[config.mk]
export PLATFORM = sky130hd
export DESIGN_NAME = pmod_cls_line_writer
export DESIGN_NICKNAME = d
export VERILOG_FILES = /design/src/rtl/pmod_cls_line_writer.sv
export SDC_FILE = /design/constraint.sdc
export NUM_CORES = 1
export LEC_CHECK = 0
export CORE_UTILIZATION = 51
export DETAILED_ROUTE_END_ITERATION = 8
export PLACE_DENSITY = 0.89
export SLEW_MARGIN = 20
export SYNTH_ARGS = -nofsm -noshare
export SYNTH_HDL_FRONTEND = slang
export SYNTH_SLANG_ARGS = --single-unit
[constraint.sdc]
create_clock -name i_clk_20mhz -period 2.7 [get_ports i_clk_20mhz]
set_clock_uncertainty 0.1 [all_clocks]
set_input_delay 0.27 -clock i_clk_20mhz [delete_from_list [all_inputs] [get_ports i_clk_20mhz]]
set_output_delay 0.27 -clock i_clk_20mhz [all_outputs]
set_load 0.1 [all_outputs]
[src/rtl/pmod_cls_line_writer.sv]
// Command sequencer for the Pmod CLS SPI driver: clear, cursor row 0, line 1, cursor row 1, line 2.
// Optional PMOD_CLS_SKIP_UNCHANGED_EN: skip the whole update when both lines match the last written pair.
module pmod_cls_line_writer #(
    parameter int unsigned PARAM_CLEAR_ON_UPDATE = 1
) (
    input  logic         i_clk_20mhz,
    input  logic         i_rstn_20mhz,
    input  logic [127:0] i_dat_ascii_line1,
    input  logic [127:0] i_dat_ascii_line2,
    input  logic         i_update_req,
    input  logic         i_tx_ready,
    input  logic         i_spi_idle,
    output logic         o_ready,
    output logic         o_done,
    output logic [7:0]   o_tx_data,
    output logic         o_tx_enqueue,
    output logic         o_go_stand,
    output logic [10:0]  o_tx_len,
    output logic [10:0]  o_rx_len,
    output logic [1:0]   o_wait_cyc
);

    typedef enum logic [2:0] {
        S_IDLE, S_LOAD, S_PUSH, S_GO, S_WAIT_ACK, S_WAIT_IDLE, S_NEXT, S_DONE
    } state_t;

    typedef enum logic [2:0] {
        STEP_CLR, STEP_CUR1, STEP_DAT1, STEP_CUR2, STEP_DAT2
    } step_t;

    state_t       state_q, state_d;
    step_t        step_q;
    logic [4:0]   idx_q;
    logic [10:0]  tx_len_q;
    logic [127:0] line1_q, line2_q;
    logic [4:0]   step_len;
    logic [7:0]   cur_byte;
    logic [3:0]   ci;
    logic         accept;
    logic         last_byte;
    logic         skip;
    step_t        start_step;

    assign accept     = (state_q == S_IDLE) && i_update_req && i_spi_idle;
    assign start_step = (PARAM_CLEAR_ON_UPDATE != 0) ? STEP_CLR : STEP_CUR1;
    assign ci         = idx_q[3:0];
    assign last_byte  = (idx_q == (step_len - 5'd1));

`ifdef PMOD_CLS_SKIP_UNCHANGED_EN
    logic [127:0] last1_q, last2_q;
    logic         last_vld_q;

    assign skip = last_vld_q && (i_dat_ascii_line1 == last1_q) && (i_dat_ascii_line2 == last2_q);

    always_ff @(posedge i_clk_20mhz or negedge i_rstn_20mhz) begin
        if (!i_rstn_20mhz) begin
            last1_q    <= '0;
            last2_q    <= '0;
            last_vld_q <= 1'b0;
        end else if (state_q == S_DONE) begin
            last1_q    <= line1_q;
            last2_q    <= line2_q;
            last_vld_q <= 1'b1;
        end
    end
`else
    assign skip = 1'b0;
`endif

    always_comb begin
        step_len = 5'd16;
        case (step_q)
            STEP_CLR:             step_len = 5'd3;
            STEP_CUR1, STEP_CUR2: step_len = 5'd6;
            default:              step_len = 5'd16;
        endcase
    end

    // Character 0 sits in the top byte, so byte i lives at bit offset 8*(15-i).
    always_comb begin
        cur_byte = 8'h00;
        case (step_q)
            STEP_CLR: begin
                case (idx_q)
                    5'd0:    cur_byte = 8'h1B;
                    5'd1:    cur_byte = 8'h5B;
                    default: cur_byte = 8'h6A;
                endcase
            end
            STEP_CUR1, STEP_CUR2: begin
                case (idx_q)
                    5'd0:    cur_byte = 8'h1B;
                    5'd1:    cur_byte = 8'h5B;
                    5'd2:    cur_byte = (step_q == STEP_CUR1) ? 8'h30 : 8'h31;
                    5'd3:    cur_byte = 8'h3B;
                    5'd4:    cur_byte = 8'h30;
                    default: cur_byte = 8'h48;
                endcase
            end
            STEP_DAT1: cur_byte = line1_q[{~ci, 3'b000} +: 8];
            STEP_DAT2: cur_byte = line2_q[{~ci, 3'b000} +: 8];
            default:   cur_byte = 8'h00;
        endcase
    end

    always_ff @(posedge i_clk_20mhz or negedge i_rstn_20mhz) begin
        if (!i_rstn_20mhz) state_q <= S_IDLE;
        else               state_q <= state_d;
    end

    always_comb begin
        state_d = state_q;
        case (state_q)
            S_IDLE:      if (accept) state_d = skip ? S_DONE : S_LOAD;
            S_LOAD:      state_d = S_PUSH;
            S_PUSH:      if (i_tx_ready && last_byte) state_d = S_GO;
            S_GO:        state_d = S_WAIT_ACK;
            S_WAIT_ACK:  if (!i_spi_idle) state_d = S_WAIT_IDLE;
            S_WAIT_IDLE: if (i_spi_idle) state_d = S_NEXT;
            S_NEXT:      state_d = (step_q == STEP_DAT2) ? S_DONE : S_LOAD;
            S_DONE:      state_d = S_IDLE;
            default:     state_d = S_IDLE;
        endcase
    end

    always_ff @(posedge i_clk_20mhz or negedge i_rstn_20mhz) begin
        if (!i_rstn_20mhz) begin
            step_q   <= STEP_CLR;
            idx_q    <= '0;
            tx_len_q <= '0;
            line1_q  <= '0;
            line2_q  <= '0;
        end else begin
            case (state_q)
                S_IDLE: begin
                    if (accept) begin
                        line1_q <= i_dat_ascii_line1;
                        line2_q <= i_dat_ascii_line2;
                        step_q  <= start_step;
                    end
                end
                S_LOAD: begin
                    tx_len_q <= {6'd0, step_len};
                    idx_q    <= '0;
                end
                S_PUSH: if (i_tx_ready) idx_q <= idx_q + 5'd1;
                S_NEXT: begin
                    case (step_q)
                        STEP_CLR:  step_q <= STEP_CUR1;
                        STEP_CUR1: step_q <= STEP_DAT1;
                        STEP_DAT1: step_q <= STEP_CUR2;
                        STEP_CUR2: step_q <= STEP_DAT2;
                        default:   step_q <= STEP_DAT2;
                    endcase
                end
                default: ;
            endcase
        end
    end

    assign o_ready      = (state_q == S_IDLE);
    assign o_done       = (state_q == S_DONE);
    assign o_go_stand   = (state_q == S_GO);
    assign o_tx_enqueue = (state_q == S_PUSH) && i_tx_ready;
    assign o_tx_data    = (state_q == S_PUSH) ? cur_byte : '0;
    assign o_tx_len     = tx_len_q;
    assign o_rx_len     = '0;
    assign o_wait_cyc   = '0;

endmodule

==> impl_results.md <==
* Input/output buffers at 276
* Yosys Warn Count at 0
* Clock sinks at 271
* Hold_sp: i_dat_ascii_line2[121]
* Largest cells by area after synthesis: dfrtp_1 53%, nand2_1 23%, mux4_2 11%
* Part of the cycle the worst path needs at 118%
* Unrepaired setup endpoints after global routing: true
* Post-Syn Area per Cell at 9.18 um^2
* Placed Cells incl. Taps at 1,950
* Hold Crit Depth at 3
* Count of flip-flops with a built-in enable after synthesis at 0
* Count leader, synth: nand2_1
* Die W at 161 um
* Sequential share of the synthesized area at 52.9%
* Path depth of the worst reg2reg path at 7
* Critical Path RT at 2330 ps
* Worst path arrival time at 2810 ps
* Post-synth top flop: dfrtp_1
* IR drop worst, VDD at 702 uV
* Slew HR at 60.8%
* Status: complete, but fails checks
* Vias in the first global route at 11,700
* Yosys reg bits at 271
* Root Buffer: clkbuf_16
* Total core area at 24,500 um^2
* Total grt overflow at 0
* HPWL after DPL at 28,800 um
* Die area at 25,800 um^2
* Violated checks: negative setup slack
* Netlist cell types at 55
* First DRT Iteration DRCs at 1,060
* Mapped Cells at 1,397
* CTS buffer count at 28
* Worst hold-check path type: in2reg
* Ant. Diodes at 0
* FP Rows at 57
* Synth Cell Area at 12,800 um^2
* Power Density at 1160 nW/um^2
* Commonest cells post-synth: 788 x nand2_1, 271 x dfrtp_1, 62 x mux4_2
* CP Class: reg2out
* TritonRoute pass-1 iters at 8
* Clk Latency, worst-skew pair at 560 ps
* DRC Markers at 0
* Core utilization of the finished layout at 71.5%
* Largest net degree at the start of global routing at 123
* GP Congestion at 0.921
* Final worst slack at -483 ps
* TritonCTS clock tree: yes
* Leakage at 8.40 nW
* Fmax at 314 MHz
* IO Count at 297
* Final setup fails at 8
* Post-route insts no fill at 2,011
* Antenna Nets Post-Route at 0
* Reg-to-Reg Start: idx_q[2]
* H-tree Lvls at 1
* DRT Wirelength at 40,500 um
* DR vias/cell at 5.59
* Worst-path fanout max at 7
* Initial antenna violation count at 0
* Critical Path Start Type: register
* P&R area growth vs syn at 36.5%
* First-pass GRT wire length at 62,300 um
* Yosys top cell area share at 52.9%
* Gr usage total at 31.5%
* Clock-pin slew on the worst setup and hold paths at 70 ps
* WL per Instance at 20.2 um
* Clk buf depth at 3
* R2R setup slack at 430 ps
* Critical Path End Type: output pin
* Min cycle time layout at 3180 ps
* Yosys top cell by area: dfrtp_1
* Starting Density at 52.4%
* Max cap viols at 0
* Nets@finish at 1,931
* Post-synth ARST share at 100%
* Least-Margin Pin Slew at 587 ps
* Slew Viols, Final at 0
* Vias at 11,200
* Share of cells above drive strength 1 at 13.5%
* Overall power at 20.3 mW
* Die Span Y at 161 um
* Count of final hold-check violations at 0
* R2r endpoint: state_q[0]
* Worst Hold End: line2_q[121]
## kinds of logic (layout without fill, tap and decap cells)
logic type      after synthesis  after routing  synth area share, %
xor+xnor                      5              5                0.342
mux                          75             75                 11.9
compound gates               74             74                 4.21
buf+inv                     117            388                 4.57
other cells                   1             20               0.0292
simple gates                850            850                 25.7
flops                       271            271                 52.9
fa+ha+maj                     4              4                0.390
## registers in the layout, indices dropped and copies added, names as in the netlist
name,cells
line1_q,128
state_q,3
step_q,3
idx_q,5
o_tx_len,4
line2_q,128
## placed cells by master (no fill, tap or decap), types with 3 or more instances in the layout
cell type / Yosys / layout
clkdlybuf4s50_1: 0 / 259
o21ai_2: 0 / 3
xnor2_1: 4 / 4
nor2b_1: 5 / 4
conb_1: 1 / 20
mux4_2: 62 / 62
nand2_1: 788 / 786
buf_4: 23 / 35
bufinv_16: 0 / 4
buf_12: 0 / 27
mux2i_4: 0 / 4
clkbuf_1: 40 / 3
inv_1: 7 / 7
a21oi_1: 9 / 6
nand2b_1: 4 / 4
a22o_1: 11 / 8
nor2_1: 22 / 21
o21ai_0: 10 / 5
a21o_1: 5 / 3
dfrtp_1: 271 / 269
o22ai_1: 6 / 5
nor3_1: 9 / 4
nand3_1: 6 / 5
mux2i_1: 12 / 7
o32ai_1: 6 / 4
a22oi_1: 5 / 3
clkbuf_16: 0 / 28
clkinv_2: 0 / 9
o31ai_1: 4 / 4
nor3_2: 1 / 4
## what timing repair did
item / 4_1_cts / 5_1_grt
hold buffers: 1 / 0
cloned: 2 / 0
setup endpoints to repair: 8 / 8
pin swaps: 11 / 10
endpoints found under the hold margin: 63 / 0
gates resized for setup: 30 / 26
setup buffers: 6 / 1
## metrics by stage
stage                     cell area [um^2]  hold WS, ps  setup WS [ps]  setup TNS (ps)
after floorplan                      12900         -126           -133            -133
after global placement               16100          170           79.7               0
after detailed placement             16100          169          -23.6           -24.2
after CTS                            17400          133           -436           -3100
after global routing                 17500          142           -508           -3460
final                                17500          134           -483           -3160
## layout make-up
cell class | instances | area, um^2
well taps | 324 | 405
clock buffers | 31 | 712
clock inverters | 20 | 231
fillers | 1616 | 6960
inverters | 8 | 30.0
flip-flops and latches | 271 | 6790
multi-input cells | 1028 | 5820
repair buffers | 329 | 3520
## per-layer routing
layer  share of wire (%)  track usage (%)
met5                   0                0
met4                 5.4             16.2
met3                 8.5             6.84
met2                  50             53.0
met1                  37             38.2
## power by group
part	internal (mW)	switching (mW)
clock network	2.30	1.69
registers	5.97	1.36
logic	3.83	5.16
total	12.1	8.22
## worst max-delay path by stage
stage	depth (start not counted)	start	slack (ps)	end
final	9	step_q[0]	-480	o_tx_data[6]
after global routing	9	step_q[0]	-510	o_tx_data[6]
after CTS	9	step_q[0]	-440	o_tx_data[0]
after detailed placement	9	step_q[1]	-20	o_tx_data[2]
after global placement	7	step_q[1]	80	o_tx_data[7]
after floorplan	10	idx_q[0]	-130	o_tx_data[0]
## critical path, cell delays in order (launching register included)
cell and delay, ps:
dfrtp_1 410, nor3b_4 240, buf_12 160, buf_12 130, buf_12 120, mux4_2 310
a221oi_2 290, nand2_2 130, a22o_2 280, buf_12 170
Power figures use the tool's default switching activity.
